### src/rtl/seq_detect_param.sv
// Parametrised serial pattern detector with a KMP-style prefix state machine,
// selectable Mealy/Moore output, overlap mode and a saturating match counter.
module seq_detect_param #(
  parameter int               PAT_W   = 4,
  parameter logic [PAT_W-1:0] PATTERN = 4'b1010,
  parameter bit               OVERLAP = 1'b0,
  parameter bit               MOORE   = 1'b0,
  parameter int               CNT_W   = 8
) (
  input  logic             clk,
  input  logic             reset,
  input  logic             en,
  input  logic             din,
  input  logic             clr_cnt,
  output logic             match,
  output logic [CNT_W-1:0] match_cnt,
  output logic             cnt_sat
);

  localparam int SW = $clog2(PAT_W + 1);
  localparam int NS = 1 << SW;

  // Longest pattern prefix that is a suffix of (prefix of length s) ++ b.
  function automatic int kmp_next(input int s, input int b);
    int   res;
    int   j;
    logic ok;
    logic tb;
    res = 0;
    if (s < PAT_W) begin
      for (int k = 1; k <= s + 1; k++) begin
        ok = 1'b1;
        for (int i = 0; i < k; i++) begin
          j  = s + 1 - k + i;
          tb = (j < s) ? PATTERN[PAT_W-1-j] : b[0];
          if (PATTERN[PAT_W-1-i] != tb) ok = 1'b0;
        end
        if (ok) res = k;
      end
    end
    return res;
  endfunction

  // Longest proper prefix of the pattern that is also its suffix.
  function automatic int fail_len();
    int   res;
    logic ok;
    res = 0;
    for (int k = 1; k < PAT_W; k++) begin
      ok = 1'b1;
      for (int i = 0; i < k; i++) begin
        if (PATTERN[PAT_W-1-i] != PATTERN[k-1-i]) ok = 1'b0;
      end
      if (ok) res = k;
    end
    return res;
  endfunction

  localparam int            FAIL_FULL = fail_len();
  localparam logic [SW-1:0] LAST_S    = SW'(PAT_W - 1);
  localparam logic [SW-1:0] FULL_S    = SW'(PAT_W);
  localparam logic [SW-1:0] RESTART_S = OVERLAP ? SW'(FAIL_FULL) : {SW{1'b0}};

  logic [SW-1:0]    state_r;
  logic [SW-1:0]    eff_s;
  logic [SW-1:0]    next_s;
  logic             done_s;
  logic [CNT_W-1:0] cnt_r;
  logic [SW-1:0]    tbl_s [NS][2];

  // Transition table folded to constants at elaboration.
  for (genvar gs = 0; gs < NS; gs++) begin : g_row
    for (genvar gb = 0; gb < 2; gb++) begin : g_col
      assign tbl_s[gs][gb] = SW'(kmp_next(gs, gb));
    end
  end

  // Effective state: a held Moore full match resumes from the restart point.
  always_comb begin
    eff_s = state_r;
    if (MOORE && (state_r == FULL_S)) begin
      eff_s = RESTART_S;
    end else begin
      eff_s = state_r;
    end
  end

  // Completion detect and next-state selection.
  always_comb begin
    done_s = en & (eff_s == LAST_S) & (din == PATTERN[0]);
    next_s = state_r;
    if (!en) begin
      next_s = state_r;
    end else if (done_s) begin
      next_s = MOORE ? FULL_S : RESTART_S;
    end else begin
      next_s = tbl_s[eff_s][din];
    end
  end

  // Prefix-length state register.
  always_ff @(posedge clk) begin
    if (reset) begin
      state_r <= {SW{1'b0}};
    end else begin
      state_r <= next_s;
    end
  end

  // Saturating match counter; clear beats a coincident match.
  always_ff @(posedge clk) begin
    if (reset) begin
      cnt_r <= {CNT_W{1'b0}};
    end else if (clr_cnt) begin
      cnt_r <= {CNT_W{1'b0}};
    end else if (done_s && !(&cnt_r)) begin
      cnt_r <= cnt_r + {{(CNT_W-1){1'b0}}, 1'b1};
    end else begin
      cnt_r <= cnt_r;
    end
  end

  // Output selection by output style.
  always_comb begin
    if (MOORE) begin
      match = (state_r == FULL_S);
    end else begin
      match = done_s & ~reset;
    end
  end

  assign match_cnt = cnt_r;
  assign cnt_sat   = &cnt_r;

endmodule

### config.mk
export PLATFORM = sky130hd
export DESIGN_NAME = seq_detect_param
export DESIGN_NICKNAME = d
export VERILOG_FILES = /design/src/rtl/seq_detect_param.sv
export SDC_FILE = /design/constraint.sdc
export NUM_CORES = 1
export LEC_CHECK = 0
export ABC_AREA = 1
export BUFFER_PORTS_ARGS = -buffer_cell sky130_fd_sc_hd__buf_4
export CAP_MARGIN = 0
export CELL_PAD_IN_SITES_DETAIL_PLACEMENT = 2
export CELL_PAD_IN_SITES_GLOBAL_PLACEMENT = 2
export CORE_AREA = 2 2 48 50
export CTS_BUF_LIST = sky130_fd_sc_hd__clkbuf_4 sky130_fd_sc_hd__clkbuf_8
export DETAILED_ROUTE_END_ITERATION = 10
export DIE_AREA = 0 0 50 52
export GPL_TIMING_DRIVEN = 1
export PLACE_DENSITY_LB_ADDON = 0.1
export SETUP_SLACK_MARGIN = 0.1
export SKIP_CTS_REPAIR_TIMING = 1
export SYNTH_ARGS = -nofsm -noshare
export SYNTH_HDL_FRONTEND = slang
export SYNTH_SLANG_ARGS = --single-unit
### constraint.sdc
create_clock -name clk -period 2.44 [get_ports clk]
set_input_delay 0.122 -clock clk [delete_from_list [all_inputs] [get_ports clk]]
set_output_delay 0.122 -clock clk [all_outputs]
set_load 0.005 [all_outputs]
## Word-level counts from Yosys, hierarchy flattened

Memories as Yosys holds them, arrays and structs flattened.
Index checks and enable logic that the tools add are counted.

- Add/subtract/negate cells: 1
- Magnitude comparators: 2
- Eq/ne operators: 1
- Multiplexer cells: 6
- Bitwise operators: 7
- Reduce and logical (&&, ||, !) cells: 4

Operators by type and width:

| cell | number |
|---|---|
| $mux 3 | 4 |
| $mux 6 | 2 |
| $add 8x1->8 const B | 1 |
| $reduce_and 8->1 | 1 |
| $ge 4x4->1 const B | 1 |
| $not 3->4 | 1 |
| $and 1x1->1 | 3 |
| $eq 3x2->1 const B | 1 |
| $ge 2x2->1 const B | 1 |
| $not 1->1 | 2 |
| $not 1->2 | 1 |
| $reduce_or 2->1 | 1 |
| $logic_and 1x1->1 | 1 |
| $logic_not 1->1 | 1 |

- Register bits after elaboration: 11
- ROM bits: 48
- Bits of input ports: 5
- Output and inout port bits: 10
- Word-level logic and storage cells: 24
- Memories: 1

Memory list:

| name | words | width | rd ports | clocked after Yosys merged registers in | write ports | line | text |
|---|---|---|---|---|---|---|---|
| (name not given) | 8 | 6 | 1 | 0 | 0 | 97 | `next_s = tbl_s[eff_s][din];` |

## Depth between registers and ports, before layout

- Depth in word-level cells: 8
- Mapped depth: 8
- Gate-level depth less buffers: 8

## Least setup slack after synthesis

OpenSTA, ideal clock, no wires.

- Kind: register to register
- From: register cnt_r[0], in the netlist match_cnt[0]
- To: register cnt_r[6], in the netlist match_cnt[6]
- Library setup time: 0.116 ns
- Arrival: 1.105 ns
- Required time: 2.324 ns
- Slack: 1.219 ns
- Stages on the path, launching flop included: 7
- Buffers on the path: 0
- Clock period less this slack: 1.221 ns
- Cell sequence: dfxtp_1 > ha_1 > inv_1 > nor3_1 > nand2_1 > o21ai_0 > nor2_1

- Longest elaborated chain between the ends: 3
- Elaborated cells between the ends (all ways): 4
- Those cells by class: 1 x add/sub; 3 x reduce/logical

Ends and longest elaborated chain:

| item | line | text |
|---|---|---|
| from (decl) | 68 | `logic [CNT_W-1:0] cnt_r;` |
| from (signal assigned) | 113 | `cnt_r <= {CNT_W{1'b0}};` |
| from (signal assigned) | 115 | `cnt_r <= {CNT_W{1'b0}};` |
| from (signal assigned) | 117 | `cnt_r <= cnt_r + {{(CNT_W-1){1'b0}}, 1'b1};` |
| parallel branches: the longest is 3 deep, another holds $add 8x1->8 | -- |  |

Several ways; the timed one is not identified.
A chain may end at the register's enable or synchronous reset.

## Worst setup path after layout

- From: register cnt_r[0], in the netlist match_cnt[0]
- To: output port cnt_sat

- Longest elaborated chain between the ends: 1

Ends and longest elaborated chain:

| item | line | text |
|---|---|---|
| $reduce_and 8->1 | 133 | `assign cnt_sat = &cnt_r;` |
| to (decl) | 17 | `output logic cnt_sat` |

Every way passes these cells.

==> summary.txt <==
Status
  – Outcome: complete, no violations

Die
  – Initial Util: 28.2%
  – Core ar.: 2110 sq um
  – I/O pin cnt: 15
  – Num rows: 17
  – Die Wd: about 50 um
  – Die Ht: 52 um
  – DIE AREA: 2600 sq um

Synth
  – Syn nets: 96
  – Netlist cell types: 18
  – Syn_area_per_cell: about 6.6 sq um
  – Synth top area share: 37.1%
  – Synth Instances: 90
  – Synth area leaders: dfxtp_1, nand2_1, nor2_1
  – Post-synth top area cell: dfxtp_1
  – #FFs+latches synth: 11
  – Sequential element share of the synthesized area: 37.1%
  – Cell area after synthesis: 593 sq um
  – Yosys synthesis warning count: 0

Setup path
  – CP Data Required Time: around 2.3 ns
  – Critical Path Source Type: flip-flop
  – CP max FO: 5
  – Worst Path Arrival: between 1 and 1.5 ns
  – Critical path class: reg -> out
  – Crit. End Element: output port

Power and ir drop
  – Clk network pwr share: a little over two fifths
  – Power share of the combinational group: 5.1%
  – VDD IR max: ~0.00022 V
  – Sequential group share of total power: 53.1%
  – Power density over cell area: 449 nW/um^2
  – P_int: 0.000263 W
  – Leak pwr: approximately 0.32 nW
  – Switching pwr: 0.0000796 W
  – Switching Fraction: between 20 and 25%

Detailed routing
  – DR iter-0 viols: 1
  – Drt wl/cell: approximately 14 um
  – Antenna-violating nets left: 0
  – Vias/cell: 4.85
  – Vias: 660
  – TritonRoute pass-1 iters: 2
  – WL final: 1890 um
  – Post-route DRC: 0

Global route
  – GRT Total Usage: approximately 18%
  – Grt ovf: 0
  – Initial antenna violation count: 0
  – First-pass GRT wire length: 3340 um
  – Vias in the first global route: 687
  – Pin count of the biggest net entering global routing: 8

Timing
  – Slew Limit Fails: 0
  – Worst-Margin Slew: 0.485 ns
  – Slew margin rel.: 67.6%
  – Setup TNS: 0 ns
  – Final Hold Vio Count: 0
  – Final worst-path cycle share: 62.9%
  – Max Freq: 0.652 GHz
  – Worst Skew: 0.00303 ns
  – Final Critical Period: 1.53 ns
  – Setup-failing EPs final: 0
  – Unrepaired setup endpoints after global routing: false

Finish
  – Register area: approximately 220 sq um
  – Layout cells sized above 1: 24.1%
  – N_diodes: 0
  – Fill cell count: 266
  – Nets: ~120
  – Area of the multi-input gates: 328 sq um
  – Post-route cell area: 763 sq um
  – P&R area growth vs syn: 28.7%

CTS
  – Worst skew pair latency: 0.28 ns
  – CTS tree: built
  – H-tree levels: 1
  – CTS Sinks: 11
  – Clock Root Buffer: clkbuf_4
  – Num CTS Buffers: 3
  – CTS max path bufs: 2
  – CTS clock-pin slew for the worst setup and hold paths: 0.07 ns

Placement
  – RD Place Congestion: 0.704
  – Dpl cell area: 733 sq um
  – Final HPWL DP: 1450 um
  – Port Buffers: 14

Flow run
  – Max-cap violations: 0

Min path
  – Worst min path class: in -> reg
synth_stat cells:
cell type and instances:
a21oi_1 5, nand2_2 2, ha_1 1, dfxtp_1 11
a21oi_2 1, nor2_1 18, nor3_1 4, a21boi_0 1
nand3b_1 2, nand2_1 19, nor2_2 1, o21ai_0 3
inv_1 10, xor2_1 1, inv_2 2, nand3_2 2
o21bai_1 1, nand3_1 6
critical path, cell delays in order (launching register included):
cell and delay [ns]:
dfxtp_1 0.41, ha_1 0.25, nand3_1 0.12, nor2_1 0.21, buf_4 0.15
stage by stage:
stage | hold WS [ns] | power [W] | instances | utilization, % | worst slack, ns
after CTS | 0.0187 | 0.000352 | 136 | 36.2 | 0.870
after global placement | 0.313 | 0.000203 | 132 | 34.8 | 1.10
after floorplan | 0.191 | 0.000194 | 90 | - | 1.22
after detailed placement | 0.319 | 0.000204 | 132 | 34.8 | 1.02
final | 0.0251 | 0.000343 | 136 | 36.2 | 0.906
after global routing | 0.0161 | 0.000364 | 136 | 36.2 | 0.751
kinds of logic (layout without fill, tap and decap cells):
logic type                 Yosys count  count (layout)  synth area share (%)
buffers and inverters               12              30                  7.60
and+or+nand+nor                     54              54                  40.9
xor gates and xnor gates             1               1                  1.48
DFF                                 11              11                  37.1
adders and majority gates            1               1                  2.11
AOI/OAI and AO/OA                   11              11                  10.8
final timing paths:
kind,start,cells past startpoint,slack [ns],end
setup / recovery,match_cnt[0],4,0.91,cnt_sat
hold / removal,en,2,0.03,eff_s[2]
setup reg to reg,match_cnt[0],6,1.00,match_cnt[6]
hold reg to reg,eff_s[2],2,0.45,eff_s[2]
area by class of cell:
cell class / count / area share (%)
multi-input combinational: 67 / 43.0
sequential: 11 / 28.9
clock buffer: 4 / 3.93
inverter: 12 / 5.90
tap: 28 / 4.59
timing repair buffer: 14 / 13.8
layout by cell type, fill, tap and decap left out, types with 3 or more instances in the layout:
master / instances
dfxtp_1: 11
buf_4: 14
nand3_1: 6
nand2_1: 19
nor2_1: 18
inv_1: 10
nor3_1: 4
a21oi_1: 5
clkbuf_4: 4
o21ai_0: 3
power by group through the flow:
stage,registers [W],clock network [W],logic [W]
final,0.000182,0.000143,0.0000175
after global routing,0.000182,0.000162,0.0000198
after CTS,0.000182,0.000151,0.0000182
after detailed placement,0.000186,0,0.0000181
after global placement,0.000186,0,0.0000171
after floorplan,0.000186,0,0.00000840
state kept, by name, indices dropped and copies added, names as in the netlist:
| name | flops |
|---|---|
| eff_s | 3 |
| match_cnt | 8 |
layer usage:
metal  global-route usage, %  vias up  wire (um)
li1                        -      324          -
met1                    21.0      319        868
met2                    30.0       12        919
met3                    3.45        5         55
met4                    9.72        0         42
met5                       0        -          0
(Power assumes the default switching activity.)
